### src/rtl/stack_controller.sv
// stack_controller: multicycle Moore control FSM for the 8-bit stack CPU.
// Define CTRL_PERF_EN to add the instr_count fetch counter output.
module stack_controller #(
    parameter int CNT_W = 16
) (
    input  logic       clk,
    input  logic       rst,
    input  logic [2:0] opcode,
    output logic       pcWrite,
    output logic       pcWriteCond,
    output logic       pcSrc,
    output logic       IorD,
    output logic       memRead,
    output logic       memWrite,
    output logic       IRWrite,
    output logic       MtoS,
    output logic       ldA,
    output logic       ldB,
    output logic       srcA,
    output logic       srcB,
    output logic       push,
    output logic       pop,
    output logic       tos,
    output logic [1:0] ALUOp,
    output logic [3:0] state
`ifdef CTRL_PERF_EN
    ,
    output logic [CNT_W-1:0] instr_count
`endif
);
    typedef enum logic [3:0] {
        FETCH  = 4'd0,
        DECODE = 4'd1,
        POPA   = 4'd2,
        POPB   = 4'd3,
        EXEC   = 4'd4,
        WB     = 4'd5,
        MRD    = 4'd6,
        MPUSH  = 4'd7,
        MWR    = 4'd8,
        JMP    = 4'd9,
        TOS    = 4'd10,
        BR     = 4'd11
    } state_e;

    state_e state_q, state_d;

    if (CNT_W < 1) begin : g_bad_cnt_w
        $error("CNT_W must be at least 1");
    end

    always_comb begin
        case (state_q)
            FETCH:   state_d = DECODE;
            DECODE:  state_d = !opcode[2] ? POPA :
                               opcode == 3'b100 ? MRD :
                               opcode == 3'b101 ? POPA :
                               opcode == 3'b110 ? JMP : TOS;
            POPA:    state_d = opcode == 3'b011 ? EXEC :
                               opcode == 3'b101 ? MWR : POPB;
            POPB:    state_d = EXEC;
            EXEC:    state_d = WB;
            MRD:     state_d = MPUSH;
            TOS:     state_d = BR;
            default: state_d = FETCH;
        endcase
    end

    always_ff @(posedge clk or posedge rst) begin
        if (rst) state_q <= FETCH;
        else     state_q <= state_d;
    end

    assign state = state_q;

    // Outputs are forced low while rst is held, even though state already reads FETCH.
    always_comb begin
        pcWrite     = 1'b0;
        pcWriteCond = 1'b0;
        pcSrc       = 1'b0;
        IorD        = 1'b0;
        memRead     = 1'b0;
        memWrite    = 1'b0;
        IRWrite     = 1'b0;
        MtoS        = 1'b0;
        ldA         = 1'b0;
        ldB         = 1'b0;
        srcA        = 1'b0;
        srcB        = 1'b0;
        push        = 1'b0;
        pop         = 1'b0;
        tos         = 1'b0;
        ALUOp       = 2'b00;
        if (!rst) begin
            case (state_q)
                FETCH: begin
                    memRead = 1'b1;
                    IRWrite = 1'b1;
                    srcA    = 1'b1;
                    srcB    = 1'b1;
                    pcWrite = 1'b1;
                end
                POPA: begin
                    pop = 1'b1;
                    ldA = 1'b1;
                end
                POPB: begin
                    pop = 1'b1;
                    ldB = 1'b1;
                end
                EXEC:  ALUOp = opcode[1:0];
                WB:    push = 1'b1;
                MRD: begin
                    IorD    = 1'b1;
                    memRead = 1'b1;
                end
                MPUSH: begin
                    MtoS = 1'b1;
                    push = 1'b1;
                end
                MWR: begin
                    IorD     = 1'b1;
                    memWrite = 1'b1;
                end
                JMP: begin
                    pcSrc   = 1'b1;
                    pcWrite = 1'b1;
                end
                TOS:   tos = 1'b1;
                BR: begin
                    pcSrc       = 1'b1;
                    pcWriteCond = 1'b1;
                end
                default: ;
            endcase
        end
    end

`ifdef CTRL_PERF_EN
    logic [CNT_W-1:0] cnt_q;

    always_ff @(posedge clk or posedge rst) begin
        if (rst)                  cnt_q <= '0;
        else if (state_q == FETCH) cnt_q <= cnt_q + 1'b1;
    end

    assign instr_count = cnt_q;
`endif
endmodule

### config.mk
export PLATFORM = sky130hd
export DESIGN_NAME = stack_controller
export DESIGN_NICKNAME = d
export VERILOG_FILES = /design/src/rtl/stack_controller.sv
export SDC_FILE = /design/constraint.sdc
export NUM_CORES = 1
export LEC_CHECK = 0
export ABC_CLOCK_PERIOD_IN_PS = 1400
export CAP_MARGIN = 20
export CORE_AREA = 2 2 39 41
export CTS_CLUSTER_SIZE = 12
export DETAILED_ROUTE_END_ITERATION = 10
export DIE_AREA = 0 0 41 43
export MAX_ROUTING_LAYER = met4
export PLACE_DENSITY = 0.74
export SETUP_SLACK_MARGIN = 0.2
export SYNTH_ARGS = -nofsm -noshare
export SYNTH_HDL_FRONTEND = slang
export SYNTH_SLANG_ARGS = --single-unit
### constraint.sdc
create_clock -name clk -period 1.4 [get_ports clk]
set_clock_uncertainty 0.15 [all_clocks]
set_input_delay 0.21 -clock clk [delete_from_list [all_inputs] [get_ports clk]]
set_output_delay 0.21 -clock clk [all_outputs]
set_load 0.01 [all_outputs]
---- Word level (Yosys, flattened, before mapping) ----
Cells that the tools add are included.
word-level totals
  output and inout port bits .............. 21
  logic and storage cells ................. 58
  register bits after elaboration ......... 4
  input port bits ......................... 5
operators by class
  equal/unequal tests ..................... 15
  reductions and logical operators ........ 7
  muxes and demuxes ....................... 35
operator list
  operator                                                         number
  4-bit case mux with 7 select lines                               1
  1-bit 2-to-1 mux                                                 26
  4-bit 2-to-1 mux                                                 5
  4-bit by 3-bit == test with 1-bit output, second input constant  4
  4-bit == test, second input constant                             4
  2-bit OR reduction                                               6
  3-bit == test, second input constant                             3
  4-bit by 2-bit == test with 1-bit output, second input constant  2
  2-bit 2-to-1 mux                                                 3
  4-bit by 1-bit == test with 1-bit output, second input constant  1
  4-bit zero test                                                  1
  3-bit by 2-bit == test with 1-bit output, second input constant  1

---- Depth between registers and ports, before layout ----
  word-level depth ........................ 6
  depth in mapped cells ................... 4

---- Worst setup path before layout ----
Ideal clock, no wire load.
  path type ............................... register -> output
  start point ............................. reg state_q[2], in the netlist state[2]
  end point ............................... out IorD
  data required time ...................... 1.040 ns
  stages on the path, launching flop included .. 5
  data arrival time ....................... 1.143 ns
  slack ................................... -0.103 ns
  path through ............................ dfrtp_1 buf_6 nand2b_4 mux2_2 nor3_2
between the ends
  longest elaborated chain between the ends .. 4
  elaborated cells on any way between the ends .. 5
ends and longest elaborated chain
  item                                                                              RTL line  source
  start: declaration                                                                46        state_e state_q, state_d;
  start signal: assignment                                                          71        else state_q <= state_d;
  4-bit == test / 4-bit by 3-bit == test with 1-bit output (equally long branches)  95        case (state_q)
  2-bit OR reduction (no line) *                                                    --
  1-bit 2-to-1 mux *                                                                95
  1-bit 2-to-1 mux *                                                                94        if (!rst) begin
  end: declaration                                                                  12        output logic IorD,
Every way passes the cells marked *; elsewhere a longest branch is shown, timed or not.

---- Worst setup path after layout ----
  start point ............................. reg state_q[3], in the netlist state[3]
  end point ............................... out IorD
Same word-level chain as after synthesis.

==> results.cfg <==
[layout]
largest_reg_flops = 4
fin_nets = 128
mostFrequentLayoutCell = buf_6
antenna_cells = 0
layoutNonFillerInstCount = 137
area_growth_pct = 148
drive_above_1_share_pct = 76.9
final_cell_mix = 28 x buf_6, 23 x buf_4, 12 x buf_2, 4 x nor2_4, 4 x dfrtp_2
design_area_um2 = 1170

[floorplanning]
die_x_um = 41
die_h_um = 43
start_util_pct = 34.0
core-area_um2 = 1380
rows = 14
dieArea_um2 = 1760
io_pins = 26

[logic_synthesis]
ys_seq_area_share_pct = 21.3
synth_top_area_share_pct = 21.3
synth_edf_count = 0
synth.distinct_cells = 29
syn_area_um2 = 470
synth_top_flop_cell = dfrtp_1
netlist_top_cells_area = dfrtp_1 21%, nand2b_4 5.9%, xor2_1 5.6%
synthCells = 57
ys_warn_count = 0
synth.largest_area_cell = dfrtp_1
synth.net_count = 62
synth.avg_cell_area_um2 = 8.25
async_flop_share_pct = 100
ys_ff_latch = 4

[clocking]
cts_sinks = 4
cts_buffers = 3
clk_pin_slew_ns = 0.05
cts_root_buf = clkbuf_4
cts-hold-fix-buffers = 0
max-clock-path-buffers = 2
h-tree-depth = 1
clkLatencyLatePin_ns = 0.26
cts_tree = yes

[worst_setup_path]
cp.required_ns = 1.04
cp-end-kind = primary output
reg2reg_slack_ns = -0.16
startpoint = state[3]$_DFF_PP0_
r2r_cells = 6
start_kind = flip-flop
cp_max_fo = 5
critical_path_arrival_ns = 1.41
worst-setup-path-type = reg -> out
r2r-end = state[0]$_DFF_PP0_
reg2reg_from = state[2]$_DFF_PP0_

[route]
ant_nets = 0
drc = 0
drtIter0Drc = 14
wire_per_inst_um = 18.2
first_pass_iters = 4
vias_per_cell = 5.36
totalWireLength_um = 2500
num_vias = 735

[sta]
final_max_slew_viol_count = 0
rsz0062_at_grt = true
fin_crit_ns = 1.77
setup_violations = 23
min_period_over_period_pct = 126
max_freq_ghz = 0.566
finalWorstSetupSlack_ns = -0.368
worst_pin_slew_ns = 0.240
maxSlewHeadroom_pct = 84.0
finalHoldViolCount = 0

[global_route]
grt_util_met3_pct = 2.62
grt.met1_usage_pct = 25.1
antenna_found_initial = 0
grtUsageMet2_pct = 45.6
grt_pass1_wl_um = 2990
grt-ovfl-total = 0
gr-usage-all-layers_pct = 26.2
grt_pass1_vias = 697
grt_max_degree = 8
grt-busiest-layer = met2

[place]
portBuffers = 25
place_area_um2 = 910
place_hpwl_um = 1220
place_congestion = 0.811
placedCellCount = 117

[pwr]
p_leak_nw = 0.556
max-vdd-ir-drop_v = 0.00118
finalPower_mw = 2.32
power_density_nw_per_um2 = 1990

[status]
status = complete, but fails checks
violations = negative setup slack

[min_path]
hold_path.class = in -> async

[job]
max_cap_viol_count = 0
## timing repair
item	4_1_cts	5_1_grt
buffers inserted	11	6
resized for setup	111	25
setup endpoints to repair	25	25
pin swaps	12	9
## worst max-delay path by stage
| stage | to | cells past startpoint | slack [ns] |
|---|---|---|---|
| after floorplan | IorD | 4 | -0.09 |
| after global placement | pcWrite | 4 | -0.61 |
| after detailed placement | memWrite | 4 | -0.65 |
| after CTS | IorD | 4 | -0.33 |
| after global routing | IorD | 5 | -0.40 |
| final | IorD | 4 | -0.37 |
## per-stage QoR
| step | setup WS (ns) | utilization, % | hold WS, ns | setup TNS [ns] |
|---|---|---|---|---|
| global placement | -0.610 | 65.7 | 0.568 | -10.13 |
| detailed placement | -0.653 | 65.7 | 0.579 | -10.46 |
| floorplan | -0.0902 | - | -0.140 | -0.260 |
| CTS | -0.327 | 76.3 | 0.141 | -4.46 |
| finish | -0.368 | 84.3 | 0.218 | -5.33 |
| global route | -0.402 | 84.3 | 0.269 | -6.15 |
## cells in the mapped netlist (2+ instances only)
cell	n
nand4_1	2
nand2b_4	2
and4_1	2
xor2_1	3
nor2_1	6
nand2b_1	2
nand2_1	2
dfrtp_1	4
buf_4	2
nor3_1	2
buf_2	2
buf_6	2
o221ai_1	2
o211ai_1	3
and3_1	2
nand3_1	2
nor4_1	3
nor2b_1	3
## worst max-delay path: stages (launching register included)
cell	delay, ns
dfrtp_2	0.44
nand2b_4	0.16
mux2_4	0.28
nor3_4	0.10
buf_2	0.15
## cells by family (layout without fill, tap and decap cells)
family / after synthesis / after routing / share of synthesized area, %
and+or+nand+nor: 34 / 34 / 46.8
buffers and inverters: 7 / 71 / 10.9
AOI/OAI and AO/OA: 8 / 8 / 13.0
xor gates and xnor gates: 3 / 3 / 5.59
muxes: 1 / 1 / 2.39
DFF: 4 / 4 / 21.3
## cell type report
class,count,area (um2)
Inverter,1,3.75
Clock buffer,3,22.5
Sequential cell,4,105
Tap cell,16,20.0
Timing Repair Buffer,67,587
Multi-Input combinational cell,46,428
Fill cell,56,218
## where the power goes
group	internal [mW]	switching [mW]	total (mW)
clock	0.0977	0.0736	0.171
combinational	1.09	0.800	1.89
sequential	0.172	0.0794	0.252
## metal layers
metal,wire length (um),up-vias
met2,1380,32
met4,83,0
met5,0,-
li1,-,338
met1,910,356
met3,121,9
(Power assumes the default switching activity.)
